<file path="src/rtl/branch_pred_unit.sv">
// Branch resolution and 2-bit saturating direction predictor for a MIPS-style pipeline.
// Prediction is combinational at fetch; resolution and table training happen at execute.
module branch_pred_unit #(
  parameter int BHT_DEPTH = 64,
  parameter int IDX_W     = 6,
  parameter int CNT_W     = 16
) (
  input  logic             clk,
  input  logic             rst,
  input  logic [31:0]      if_pc,
  output logic             pred_taken,
  input  logic             ex_valid,
  input  logic             ex_stall,
  input  logic             flush,
  input  logic [5:0]       ex_op,
  input  logic [4:0]       ex_rt,
  input  logic [31:0]      ex_pc,
  input  logic [31:0]      ex_rs_val,
  input  logic [31:0]      ex_rt_val,
  input  logic             ex_pred,
  output logic             res_valid,
  output logic             res_taken,
  output logic             res_mispredict,
  output logic             res_link,
  output logic [31:0]      res_pc,
  output logic [CNT_W-1:0] mispred_cnt
);

  localparam logic [5:0] OP_REGIMM = 6'b000001;
  localparam logic [5:0] OP_BEQ    = 6'b000100;
  localparam logic [5:0] OP_BNE    = 6'b000101;
  localparam logic [5:0] OP_BLEZ   = 6'b000110;
  localparam logic [5:0] OP_BGTZ   = 6'b000111;

  typedef enum logic [1:0] {
    SNT = 2'b00,
    WNT = 2'b01,
    WT  = 2'b10,
    ST  = 2'b11
  } ctr_t;

  ctr_t bht [BHT_DEPTH];

  logic [IDX_W-1:0] if_idx;
  logic [IDX_W-1:0] ex_idx;
  logic             is_branch;
  logic             br_taken;
  logic             br_link;
  logic             rs_neg;
  logic             rs_zero;
  logic             accept;
  logic             mispredict;
  ctr_t             ctr_cur;
  ctr_t             ctr_next;

  logic             valid_q;
  logic             taken_q;
  logic             mispredict_q;
  logic             link_q;

  logic             unused_pc_bits;

  assign if_idx = if_pc[IDX_W+1:2];
  assign ex_idx = ex_pc[IDX_W+1:2];
  assign unused_pc_bits = ^{if_pc[31:IDX_W+2], if_pc[1:0]};

  // No bypass from the execute-stage update: a same-index fetch sees the old counter.
  assign pred_taken = (bht[if_idx] == WT) || (bht[if_idx] == ST);

  assign rs_neg  = ex_rs_val[31];
  assign rs_zero = (ex_rs_val == 32'd0);

  always_comb begin
    is_branch = 1'b0;
    br_taken  = 1'b0;
    br_link   = 1'b0;
    case (ex_op)
      OP_BEQ: begin
        is_branch = 1'b1;
        br_taken  = (ex_rs_val == ex_rt_val);
      end
      OP_BNE: begin
        is_branch = 1'b1;
        br_taken  = (ex_rs_val != ex_rt_val);
      end
      OP_BLEZ: begin
        is_branch = 1'b1;
        br_taken  = rs_neg | rs_zero;
      end
      OP_BGTZ: begin
        is_branch = 1'b1;
        br_taken  = ~rs_neg & ~rs_zero;
      end
      OP_REGIMM: begin
        // Link variants differ only in rt[4]; linking happens whether or not the branch is taken.
        case (ex_rt)
          5'b00000, 5'b10000: begin
            is_branch = 1'b1;
            br_taken  = rs_neg;
            br_link   = ex_rt[4];
          end
          5'b00001, 5'b10001: begin
            is_branch = 1'b1;
            br_taken  = ~rs_neg;
            br_link   = ex_rt[4];
          end
          default: ;
        endcase
      end
      default: ;
    endcase
  end

  assign accept     = ex_valid & ~ex_stall & ~flush & is_branch;
  assign mispredict = br_taken ^ ex_pred;

  always_comb begin
    ctr_cur  = bht[ex_idx];
    ctr_next = ctr_cur;
    case (ctr_cur)
      SNT: ctr_next = br_taken ? WNT : SNT;
      WNT: ctr_next = br_taken ? WT  : SNT;
      WT:  ctr_next = br_taken ? ST  : WNT;
      ST:  ctr_next = br_taken ? ST  : WT;
      default: ctr_next = WNT;
    endcase
  end

  always_ff @(posedge clk or posedge rst) begin
    if (rst) begin
      for (int i = 0; i < BHT_DEPTH; i++) begin
        bht[i] <= WNT;
      end
    end else if (accept) begin
      bht[ex_idx] <= ctr_next;
    end
  end

  // Flush wins over stall; a stall without flush freezes the result registers.
  always_ff @(posedge clk or posedge rst) begin
    if (rst) begin
      valid_q      <= 1'b0;
      taken_q      <= 1'b0;
      mispredict_q <= 1'b0;
      link_q       <= 1'b0;
      res_pc       <= 32'd0;
    end else if (flush) begin
      valid_q <= 1'b0;
    end else if (!ex_stall) begin
      valid_q <= accept;
      if (accept) begin
        taken_q      <= br_taken;
        mispredict_q <= mispredict;
        link_q       <= br_link;
        res_pc       <= ex_pc;
      end
    end
  end

  always_ff @(posedge clk or posedge rst) begin
    if (rst) begin
      mispred_cnt <= '0;
    end else if (accept && mispredict && (mispred_cnt != '1)) begin
      mispred_cnt <= mispred_cnt + CNT_W'(1);
    end
  end

  assign res_valid      = valid_q;
  assign res_taken      = valid_q & taken_q;
  assign res_mispredict = valid_q & mispredict_q;
  assign res_link       = valid_q & link_q;

endmodule

</file>
<file path="config.mk">
export PLATFORM = sky130hd
export DESIGN_NAME = branch_pred_unit
export DESIGN_NICKNAME = d
export VERILOG_FILES = /design/src/rtl/branch_pred_unit.sv
export SDC_FILE = /design/constraint.sdc
export NUM_CORES = 1
export LEC_CHECK = 0
export CORE_ASPECT_RATIO = 1.1
export CORE_MARGIN = 4
export CORE_UTILIZATION = 40
export DETAILED_ROUTE_END_ITERATION = 7
export RECOVER_POWER = 100
export SYNTH_ARGS = -nofsm -noshare
export SYNTH_HDL_FRONTEND = slang
export SYNTH_SLANG_ARGS = --single-unit
export TNS_END_PERCENT = 20
</file>
<file path="constraint.sdc">
create_clock -name clk -period 15.4 [get_ports clk]
set_input_delay 3.08 -clock clk [delete_from_list [all_inputs] [get_ports clk]]
set_output_delay 3.08 -clock clk [all_outputs]
set_load 0.005 [all_outputs]
</file>
# Yosys cells after proc, flatten, opt, wreduce, memory -nomap -nowiden
# Index checks and enable logic that the tools add are counted.
word_totals:
  register_bits: 180
  output_inout_bits: 53
  word_cells: 140
classes:
  n_addsub: 1
  n_lt_le_gt_ge: 3
  n_eq_ne: 17
  mux: 22
  bitwise_logic: 15
  reduce_logical: 12
op_table:
  columns: ["op", "count"]
  rows:
  - ["128-bit bitwise mux", 1]
  - ["32-bit == test", 1]
  - ["32-bit zero test", 1]
  - ["32-bit inequality test", 1]
  - ["2-bit binary-select mux with 6-bit select", 2]
  - ["6-bit by 3-bit == test with 1-bit output (second input constant)", 4]
  - ["16-bit by 1-bit adder with 16-bit output (second input constant)", 1]
  - ["16-bit inequality test (second input constant)", 1]
  - ["7-bit >= comparator (second input constant)", 2]
  - ["2-bit 2-to-1 mux", 7]
  - ["6-bit inverter with 7-bit output", 2]
  - ["2-bit demux with 6-bit select", 1]
  - ["5-bit == test (second input constant)", 2]
  - ["2-bit == test (second input constant)", 4]
  - ["2-bit one-hot mux with 4 select lines", 1]
  - ["4-bit OR reduction", 2]
  - ["1-bit bitwise AND", 7]
  - ["7-bit by 1-bit less-than comparator with 1-bit output (second input constant)", 1]
  - ["1-bit 2-to-1 mux", 7]
  - ["6-bit by 1-bit == test with 1-bit output (second input constant)", 1]
  - ["5-bit by 1-bit == test with 1-bit output (second input constant)", 1]
  - ["5-bit zero test", 1]
  - ["1-bit one-hot mux with 5 select lines", 1]
  - ["1-bit inverter", 4]
  - ["10 further kinds", 14]

# Logic depth before layout (Yosys ltp)
logic_depth:
  word_depth: 7
  mapped_depth: 13
  mapped_depth_nobuf: 8

# Worst setup path after synthesis
# Ideal clock, no wire load.
synth_path:
  path_kind: "input-to-output"
  startpoint: "input if_pc[2]"
  endpoint: "output pred_taken"
  arrival_ns: 5.492
  t_required_ns: 12.320
  slack_ns: 6.828
  stages: 5
  path_buffers: 2
  path_cell_list: "clkbuf_1 > buf_1 > mux4_2 > mux4_2 > mux4_2"
synth_between:
  elab_chain_len: 6
synth_rtl:
  columns: ["element", "line_no", "rtl"]
  rows:
  - ["from (decl)", "10", "input logic [31:0] if_pc,"]
  - ["6-bit inverter with 7-bit output (implied by the code) (*)", "68", "assign pred_taken = (bht[if_idx] == WT) || (bht[if_idx] == ST);"]
  - ["2-bit binary-select mux with 6-bit select (*)", "68", null]
  - ["2-bit 2-to-1 mux (implied by the code) (*) (2 in a row)", "68", null]
  - ["2-bit == test", "68", null]
  - ["1-bit logical OR (*)", "68", null]
  - ["to (decl)", "11", "output logic pred_taken,"]
# Mark *: on every way between the ends. The rest lies on a longest branch, timed or not. The select of a mux whose other input is x is not followed.

# Final worst setup path
layout_path:
  startpoint: "input if_pc[3]"
  endpoint: "output pred_taken"
# The elaborated chain is that of the path after synthesis.

==> results.yml <==
timing:
  max_freq_ghz: 0.108
  worst_slew_pin_slew_ps: 3520
  finalSetupTns_ps: 0
  whs_ps: 472
  fin_crit_sh: 0.600
  setup_viol: 0
  max_slew_margin: -1.36
  maxSlewViolCount: 293
  fin_ws_ps: 6160
  period_needed_ps: 9240
  hold_violations: 0
  rsz0062_at_grt: "false"
  clock_skew_ps: 11.9
routing:
  drtPass1Iterations: 5
  wl_per_cell_um: 20.4
  vias: 7747
  drc: 0
  viasPerCell: 5.43
  drt-total-wl_um: 29100
  drt_iter0_markers: 464
  ant_nets: 0
synthesis:
  synth-edff-count: 0
  syn_area_um2: 9700
  yosysSeqAreaShare: 0.473
  yosys-mux-area-fraction: 0.131
  synth_top_area_share: 0.299
  synthXorXnorAreaFrac: 0.0433
  synth_cell_types: 58
  synth_area_leaders: "dfrtp_1 30%, dfstp_2 17%, mux4_2 9.5%, nor2_1 7.7%, a21oi_2 5.4%"
  synth_compound_area_frac: 0.117
  synth_top_family_by_area: "simple AND/OR/NAND/NOR gates"
  yosysWarningCount: 0
  synth-simple-area-share: 0.200
  async_flop_share: 1.00
  synth_area_per_cell_um2: 10.1
  syn_inst: 962
  synth_flop_cell: "dfrtp_1"
  ys_ff_latch: 180
  synth.largest_area_cell: "dfrtp_1"
  synth_fa_ha_area_frac: 0.00348
  syn_nets: 1108
clocking:
  htree_num_levels: 4
  clock_path_buffers: 2
  clk_pin_slew_ps: 80
  clkLatencyLatePin_ps: 440
  cts_tree: "built"
  cts_buffers: 17
  postCtsResizedCells: 0
  postCtsSetupBuffers: 0
  cts-root-buf: "clkbuf_16"
  cts_sinks: 180
  cts_hold_buf: 0
floorplan:
  die_area_um2: 26800
  initial_core_util: 0.408
  rows: 59
  ioPinCount: 198
  die_w_um: 156
  core_area_um2: 23800
  die_y_um: 171
critical_path:
  path_cells: "dlygate4sd3_1, mux4_2, mux4_2, mux4_2, clkdlybuf4s50_1"
  crit_type: "input port to primary output"
  max_stage_delay_ps: 1150
  critPathLaunchType: "input port"
  cp.required_ps: 12320
  arrival_ps: 6160
  worstSetupEndpointType: "primary output"
  cpMostUsedCell: "mux4_2"
  cp_max_fo: 16
  crit_path_top_delay_cell: "dlygate4sd3_1"
layout:
  fillers: 2182
  nets: 1253
  multi_input_area_um2: 4810
  regArea_um2: 4580
  final_common_cell: "nor2_1"
  finalNonFillerCells: 1426
  fin_area_um2: 12200
  syn_to_final_growth_pct: 25.3
  layout_common_cells: "198 x nor2_1, 116 x dfrtp_1, 115 x clkdlybuf4s50_1, 114 x nand2_1, 75 x a21oi_1"
  drive_gt1_frac: 0.195
  final_core_util: 0.511
power:
  ir_drop_mv: 0.0685
  p_leak_nw: 5.01
  total_power_mw: 1.06
  p_switching_mw: 0.286
  pwr-share-seq: 0.470
  p_int_mw: 0.771
  p_comb_frac: 0.119
  power_frac_clock: 0.410
  swShare: 0.270
  power_density_nw_per_um2: 87.0
placed_design:
  placed_cells: 1393
  hpwl_um: 20200
  place_ws_ps: 6260
  numPortBuffers: 171
  dpl-instance-area_um2: 11600
  gp_congestion: 0.863
grt:
  grt.overflow.total: 0
  grt_pass1_vias: 7605
  grt_pass1_wl_um: 44400
  grt_usage: 0.215
  grt_antenna_before_repair: 0
  grt_max_degree: 82
hold_path:
  hp-class: "flop to flop"
job:
  max-cap-violations: 5
run_status:
  outcome: "finished with violations"
  violations: "capacitance limit, slew limit"
[sequential cells by signal, summed over array words and instances (netlist names)]
| signal | cells |
|---|---|
| taken_q | 1 |
| res_pc | 32 |
| res_valid | 1 |
| bht | 128 |
| mispred_cnt | 16 |
| mispredict_q | 1 |
| link_q | 1 |
[cell type report]
cell class              count  share of cell area
clock inverters            15              0.0135
well taps                 305              0.0314
multi-input cells         722               0.396
clock buffers              17              0.0350
inverters                   5             0.00165
diodes                      1            0.000206
repair buffers            181               0.145
flip-flops and latches    180               0.377
[synth_stat cells (8+ instances only)]
cell type / count
a21oi_1: 74
a21oi_2: 60
and3_1: 8
buf_2: 17
buf_6: 8
clkbuf_1: 20
dfrtp_1: 116
dfstp_2: 64
mux2i_1: 25
mux4_2: 41
nand2_1: 114
nand3_1: 19
nand4_1: 21
nor2_1: 198
nor4_1: 25
o21ai_0: 9
xnor2_1: 40
xor2_1: 8
[layer usage]
metal / global-route usage / wire length (um) / vias up
li1: - / - / 3718
met4: 0.0611 / 546 / 0
met2: 0.368 / 14200 / 284
met3: 0.0390 / 2010 / 33
met5: 0 / 0 / -
met1: 0.281 / 12400 / 3712
[cells by family after synthesis]
kind of cell / after synthesis
xor gates and xnor gates: 48
and+or+nand+nor: 432
buffers and inverters: 60
DFF: 180
adders and majority gates: 3
AOI/OAI and AO/OA: 167
muxes: 72
[final timing paths]
check | startpoint | end | slack [ps] | depth (start not counted)
hold reg to reg | res_pc[31] | res_pc[31] | 470 | 2
hold / removal | res_pc[31] | res_pc[31] | 470 | 2
setup reg to reg | bht[33] | bht[15] | 12040 | 8
setup / recovery | if_pc[3] | pred_taken | 6160 | 5
max in group asynchronous | rst | res_pc[9] | 7460 | 3
min in group asynchronous | rst | bht[23] | 4140 | 2
[critical path: cells and delay by family]
family	cells	cell delay [ps]
muxes	3	1450
buffers and inverters	2	1610
[power groups by stage]
stage                     Combinational, mW  Clock, mW  Sequential (mW)
after floorplan                      0.0563          0            0.506
after global placement                0.132          0            0.506
after detailed placement              0.133          0            0.507
after CTS                             0.133      0.445            0.498
after global routing                  0.137      0.462            0.499
final                                 0.126      0.434            0.497
(Power assumes the default switching activity.)
